--- config.mk ---
export PLATFORM = sky130hd
export DESIGN_NAME = uart_command_decoder
export DESIGN_NICKNAME = d
export VERILOG_FILES = /design/src/rtl/uart_command_decoder.sv
export SDC_FILE = /design/constraint.sdc
export NUM_CORES = 1
export LEC_CHECK = 0
export ABC_AREA = 1
export BUFFER_PORTS_ARGS = -buffer_cell sky130_fd_sc_hd__buf_4
export CAP_MARGIN = 5
export CORE_MARGIN = 1.5
export CORE_UTILIZATION = 35
export DETAILED_ROUTE_END_ITERATION = 8
export GPL_TIMING_DRIVEN = 1
export PLACE_DENSITY_LB_ADDON = 0.2
export RECOVER_POWER = 50
export SLEW_MARGIN = 20
export SYNTH_ARGS = -nofsm -noshare
export SYNTH_HDL_FRONTEND = slang
export SYNTH_SLANG_ARGS = --single-unit
--- constraint.sdc ---
create_clock -name clock -period 4.5 [get_ports clock]
set_clock_uncertainty 0.05 [all_clocks]
set_input_delay 0.675 -clock clock [delete_from_list [all_inputs] [get_ports clock]]
set_output_delay 0.675 -clock clock [all_outputs]
set_load 0.005 [all_outputs]
--- src/rtl/uart_command_decoder.sv ---
// uart_command_decoder: assembles two-byte (command, address) frames from the
// UART receive byte stream, validates them with an inter-byte timeout, and
// emits a single-cycle command strobe or an error strobe with a reason code.
module uart_command_decoder #(
    parameter int TIMEOUT_CYCLES = 43400,
    parameter int NUM_COMMANDS   = 7,
    parameter int MAX_ADDRESS    = 31
) (
    input  logic       clock,
    input  logic       reset,
    input  logic       has_data,
    input  logic [7:0] data_received,
    output logic       command_ready,
    output logic [7:0] command,
    output logic [7:0] address,
    output logic       frame_error,
    output logic [1:0] error_code,
    output logic [2:0] debug_state
);

    localparam int CNT_W = (TIMEOUT_CYCLES > 1) ? $clog2(TIMEOUT_CYCLES) : 1;
    localparam logic [CNT_W-1:0] CNT_LAST = CNT_W'(TIMEOUT_CYCLES - 1);
    localparam logic [CNT_W-1:0] CNT_MAX  = {CNT_W{1'b1}};

    localparam logic [1:0] ERR_BAD_CMD  = 2'b01;
    localparam logic [1:0] ERR_BAD_ADDR = 2'b10;
    localparam logic [1:0] ERR_TIMEOUT  = 2'b11;

    typedef enum logic [2:0] {
        ST_IDLE      = 3'd0,
        ST_WAIT_ADDR = 3'd1,
        ST_VALIDATE  = 3'd2,
        ST_DONE      = 3'd3,
        ST_ERROR     = 3'd4
    } state_t;

    state_t           state_q, state_d;
    logic [CNT_W-1:0] cnt_q, cnt_d;
    logic [7:0]       cmd_int_q, cmd_int_d;
    logic [7:0]       addr_int_q, addr_int_d;
    logic [7:0]       command_q, command_d;
    logic [7:0]       address_q, address_d;
    logic [1:0]       error_code_q, error_code_d;
    logic             command_ready_q, command_ready_d;
    logic             frame_error_q, frame_error_d;
    logic             cmd_bad_s;
    logic             addr_bad_s;

    // Range checks on the latched frame bytes, done at 32 bits so any
    // parameter value compares correctly.
    always_comb begin
        cmd_bad_s  = ({24'd0, cmd_int_q} >= NUM_COMMANDS);
        addr_bad_s = ({24'd0, addr_int_q} > MAX_ADDRESS);
    end

    // Next-state and next-register computation for the frame FSM.
    always_comb begin
        state_d      = state_q;
        cnt_d        = cnt_q;
        cmd_int_d    = cmd_int_q;
        addr_int_d   = addr_int_q;
        command_d    = command_q;
        address_d    = address_q;
        error_code_d = error_code_q;
        case (state_q)
            ST_IDLE: begin
                if (has_data) begin
                    cmd_int_d = data_received;
                    cnt_d     = '0;
                    state_d   = ST_WAIT_ADDR;
                end else begin
                    state_d = ST_IDLE;
                end
            end
            ST_WAIT_ADDR: begin
                // Saturating count; a byte arriving on the terminal count wins.
                cnt_d = (cnt_q == CNT_MAX) ? cnt_q : cnt_q + CNT_W'(1);
                if (has_data) begin
                    addr_int_d = data_received;
                    state_d    = ST_VALIDATE;
                end else if (cnt_q == CNT_LAST) begin
                    error_code_d = ERR_TIMEOUT;
                    state_d      = ST_ERROR;
                end else begin
                    state_d = ST_WAIT_ADDR;
                end
            end
            ST_VALIDATE: begin
                if (cmd_bad_s) begin
                    error_code_d = ERR_BAD_CMD;
                    state_d      = ST_ERROR;
                end else if (addr_bad_s) begin
                    error_code_d = ERR_BAD_ADDR;
                    state_d      = ST_ERROR;
                end else begin
                    command_d = cmd_int_q;
                    address_d = addr_int_q;
                    state_d   = ST_DONE;
                end
            end
            ST_DONE:  state_d = ST_IDLE;
            ST_ERROR: state_d = ST_IDLE;
            default:  state_d = ST_IDLE;
        endcase
        // Strobes are registered versions of the state they belong to.
        command_ready_d = (state_d == ST_DONE);
        frame_error_d   = (state_d == ST_ERROR);
    end

    // Single state/register bank with synchronous active-high reset.
    always_ff @(posedge clock) begin
        if (reset) begin
            state_q         <= ST_IDLE;
            cnt_q           <= '0;
            cmd_int_q       <= 8'h00;
            addr_int_q      <= 8'h00;
            command_q       <= 8'h00;
            address_q       <= 8'h00;
            error_code_q    <= 2'b00;
            command_ready_q <= 1'b0;
            frame_error_q   <= 1'b0;
        end else begin
            state_q         <= state_d;
            cnt_q           <= cnt_d;
            cmd_int_q       <= cmd_int_d;
            addr_int_q      <= addr_int_d;
            command_q       <= command_d;
            address_q       <= address_d;
            error_code_q    <= error_code_d;
            command_ready_q <= command_ready_d;
            frame_error_q   <= frame_error_d;
        end
    end

    assign command_ready = command_ready_q;
    assign frame_error   = frame_error_q;
    assign command       = command_q;
    assign address       = address_q;
    assign error_code    = error_code_q;
    assign debug_state   = state_q;

endmodule

==> results.py <==
metrics = {
    "routing": {
        "first_pass_iters": 4,
        "avgViaCountPerCell": 4.95,
        "drt_wl_total_um": 5540,
        "drtIter0Drc": 120,
        "wire_per_inst_um": 12.3,
        "drc_errors": 0,
        "ant_nets": 0,
        "vias": 2237,
    },
    "pwr": {
        "power_uw": 888,
        "power_density_nw_per_um2": 315,
        "power_leakage_uw": 0.00110,
        "peakVddDrop_mv": 0.123,
    },
    "setup_path": {
        "cpMaxStageDelayCell": "nand3_1",
        "crit_path_max_incr_delay_ps": 550,
        "critPathKind": "input port to flip-flop",
        "cp.required_ps": 4710,
        "worstSetupEndpointType": "flip-flop",
        "worstSetupStartpointType": "input port",
        "critical_path.cell_chain": "clkbuf_1 -> nand3_1 -> inv_1 -> nor2_4 -> nor2_1 -> nor2_1 -> nor2_1",
        "cp.arrival_ps": 2350,
        "r2r_cells": 6,
        "cp_common_cell": "nor2_1",
        "crit_path_max_fanout": 15,
    },
    "yosys": {
        "synthCells": 342,
        "synthAdderAreaFrac_pct": 0.515,
        "synthMuxAreaShare_pct": 0,
        "yosys.area_share.simple_pct": 35.2,
        "ys_seq_area_share_pct": 45.3,
        "synth_area_per_cell_um2": 7.10,
        "syn_area_um2": 2430,
        "synth_warnings": 0,
        "yosysUniqueCellTypes": 22,
        "synth-compound-area-share_pct": 11.4,
        "synth_seq_cells": 55,
        "synth-xor-area-share_pct": 0,
        "synth_area_leader_cell": "dfxtp_1",
        "netlist.area_leader.share_pct": 45.3,
        "synthesis.nets": 354,
        "synthTopCellsByArea": "dfxtp_1, nand2_1, a21oi_1",
        "synth_top_family_by_area": "simple AND/OR/NAND/NOR gates",
    },
    "global_route": {
        "track_usage_pct": 15.5,
        "grt_pass1_vias": 2036,
        "grt-ovfl-total": 0,
        "grt_max_degree": 42,
        "grt_pass1_wl_um": 9240,
        "antenna_found_initial": 0,
    },
    "worst_hold_path": {
        "min_path_type": "flip-flop to flip-flop",
        "holdPathStages": 2,
    },
    "floorplanning": {
        "core_area_um2": 6760,
        "die_x_um": 86.3,
        "die_area_um2": 7450,
        "initial_utilization_pct": 35.9,
        "fp.dieH_um": 86.3,
        "rows": 30,
        "pin_count": 34,
    },
    "outcome": {
        "status": "complete, no violations",
    },
    "clock_network": {
        "cts_resized": 0,
        "cts-root-buf": "clkbuf_8",
        "cts_tree": "done",
        "clk_latency_ps": 310,
        "clock-sinks": 55,
        "cts_buffers": 5,
        "path_clk_slew_ps": 100,
        "htreeDepth": 2,
        "postCtsHoldBufs": 0,
        "cts_setup_buffers": 0,
        "max-clock-path-buffers": 2,
    },
    "timing": {
        "slew_viol_final": 0,
        "fin_crit_ps": 2140,
        "tightest_slew_ps": 727,
        "setup_viol_count_final": 0,
        "holdWs_ps": 394,
        "setup_tns_ps": 0,
        "rsz0062_at_grt": "false",
        "fin_crit_sh_pct": 47.7,
        "slew_headroom_pct": 51.4,
        "max_freq_mhz": 466,
        "timing.final.hold_violations": 0,
    },
    "placement": {
        "portBuffers": 33,
        "dp.final_hpwl_um": 4110,
        "gp_congestion": 0.818,
    },
    "cells_and_area": {
        "layout_common_cells": "nand2_1, dfxtp_1, a21oi_1",
        "area.growth.synth_to_final_pct": 16.0,
        "drive_gt1_share_pct": 14.8,
        "nets": 383,
        "final_common_cell": "nand2_1",
        "diodes": 0,
    },
    "job": {
        "cap_violations": 0,
    },
}
state kept, by name, summed over array words and instances (netlist names):
signal / count
addr_int_q: 8
address: 8
cmd_int_q: 8
cnt_q: 16
command: 8
command_ready: 1
debug_state: 3
error_code: 2
frame_error: 1
cell families after synthesis:
logic type	count (synthesis)
compound gates	53
simple gates	187
fa+ha+maj	1
buf+inv	46
flops	55
critical path: cells and delay by family:
family,cells,cell delay (ps)
simple gates,5,910
buf+inv,2,760
layer usage:
layer / share of wire, % / GRT usage, % / wire (um)
met5: 0 / 0 / 0
met4: 2.0 / 5.28 / 109
met3: 3.2 / 3.14 / 178
met2: 45 / 25.7 / 2500
met1: 50 / 20.1 / 2750
where the power goes:
part / total, uW / switching (uW) / internal, uW / leakage, uW
clock: 283 / 170 / 113 / 0.0000461
sequential: 507 / 7.54 / 500 / 0.000445
combinational: 98.0 / 68.8 / 29.1 / 0.000612
total: 888 / 246 / 641 / 0.00110
synthesized netlist by cell type:
master and instances:
nand2_4 2, a21oi_1 42, o21ai_0 9, nand3b_1 1
nand2_1 86, nand2_2 3, nor2_4 5, o21ai_4 1
inv_2 2, clkbuf_1 8, buf_2 3, nor3_1 2
inv_1 32, o21ai_1 1, buf_6 1, nor3_2 1
ha_1 1, dfxtp_1 55, nor2_1 40, nand4_1 13
nand3_1 33, nand3_2 1
cell type report:
cell class	instances	area, um2
multi-input cells	241	1140
inverters	34	128
well taps	80	100
fillers	723	3940
clock buffers	5	68.8
repair buffers	34	251
clock inverters	3	23.8
flip-flops and latches	55	1100
worst paths after layout:
check | start | end | slack [ps]
min reg2reg | command[3] | command[3] | 390
max reg2reg | debug_state[0] | address[3] | 2520
max | has_data | cnt_q[13] | 2360
min | command[3] | command[3] | 390
metrics by stage:
| step | cell area, um2 | worst slack [ps] | utilization (%) | std cells |
|---|---|---|---|---|
| global route | 2820 | 2130 | 41.7 | 452 |
| global placement | 2730 | 2360 | 40.4 | 444 |
| CTS | 2820 | 2500 | 41.7 | 452 |
| detailed placement | 2730 | 2250 | 40.4 | 444 |
| finish | 2820 | 2360 | 41.7 | 452 |
| floorplan | 2430 | 2930 | - | 342 |
Power figures use the tool's default switching activity.
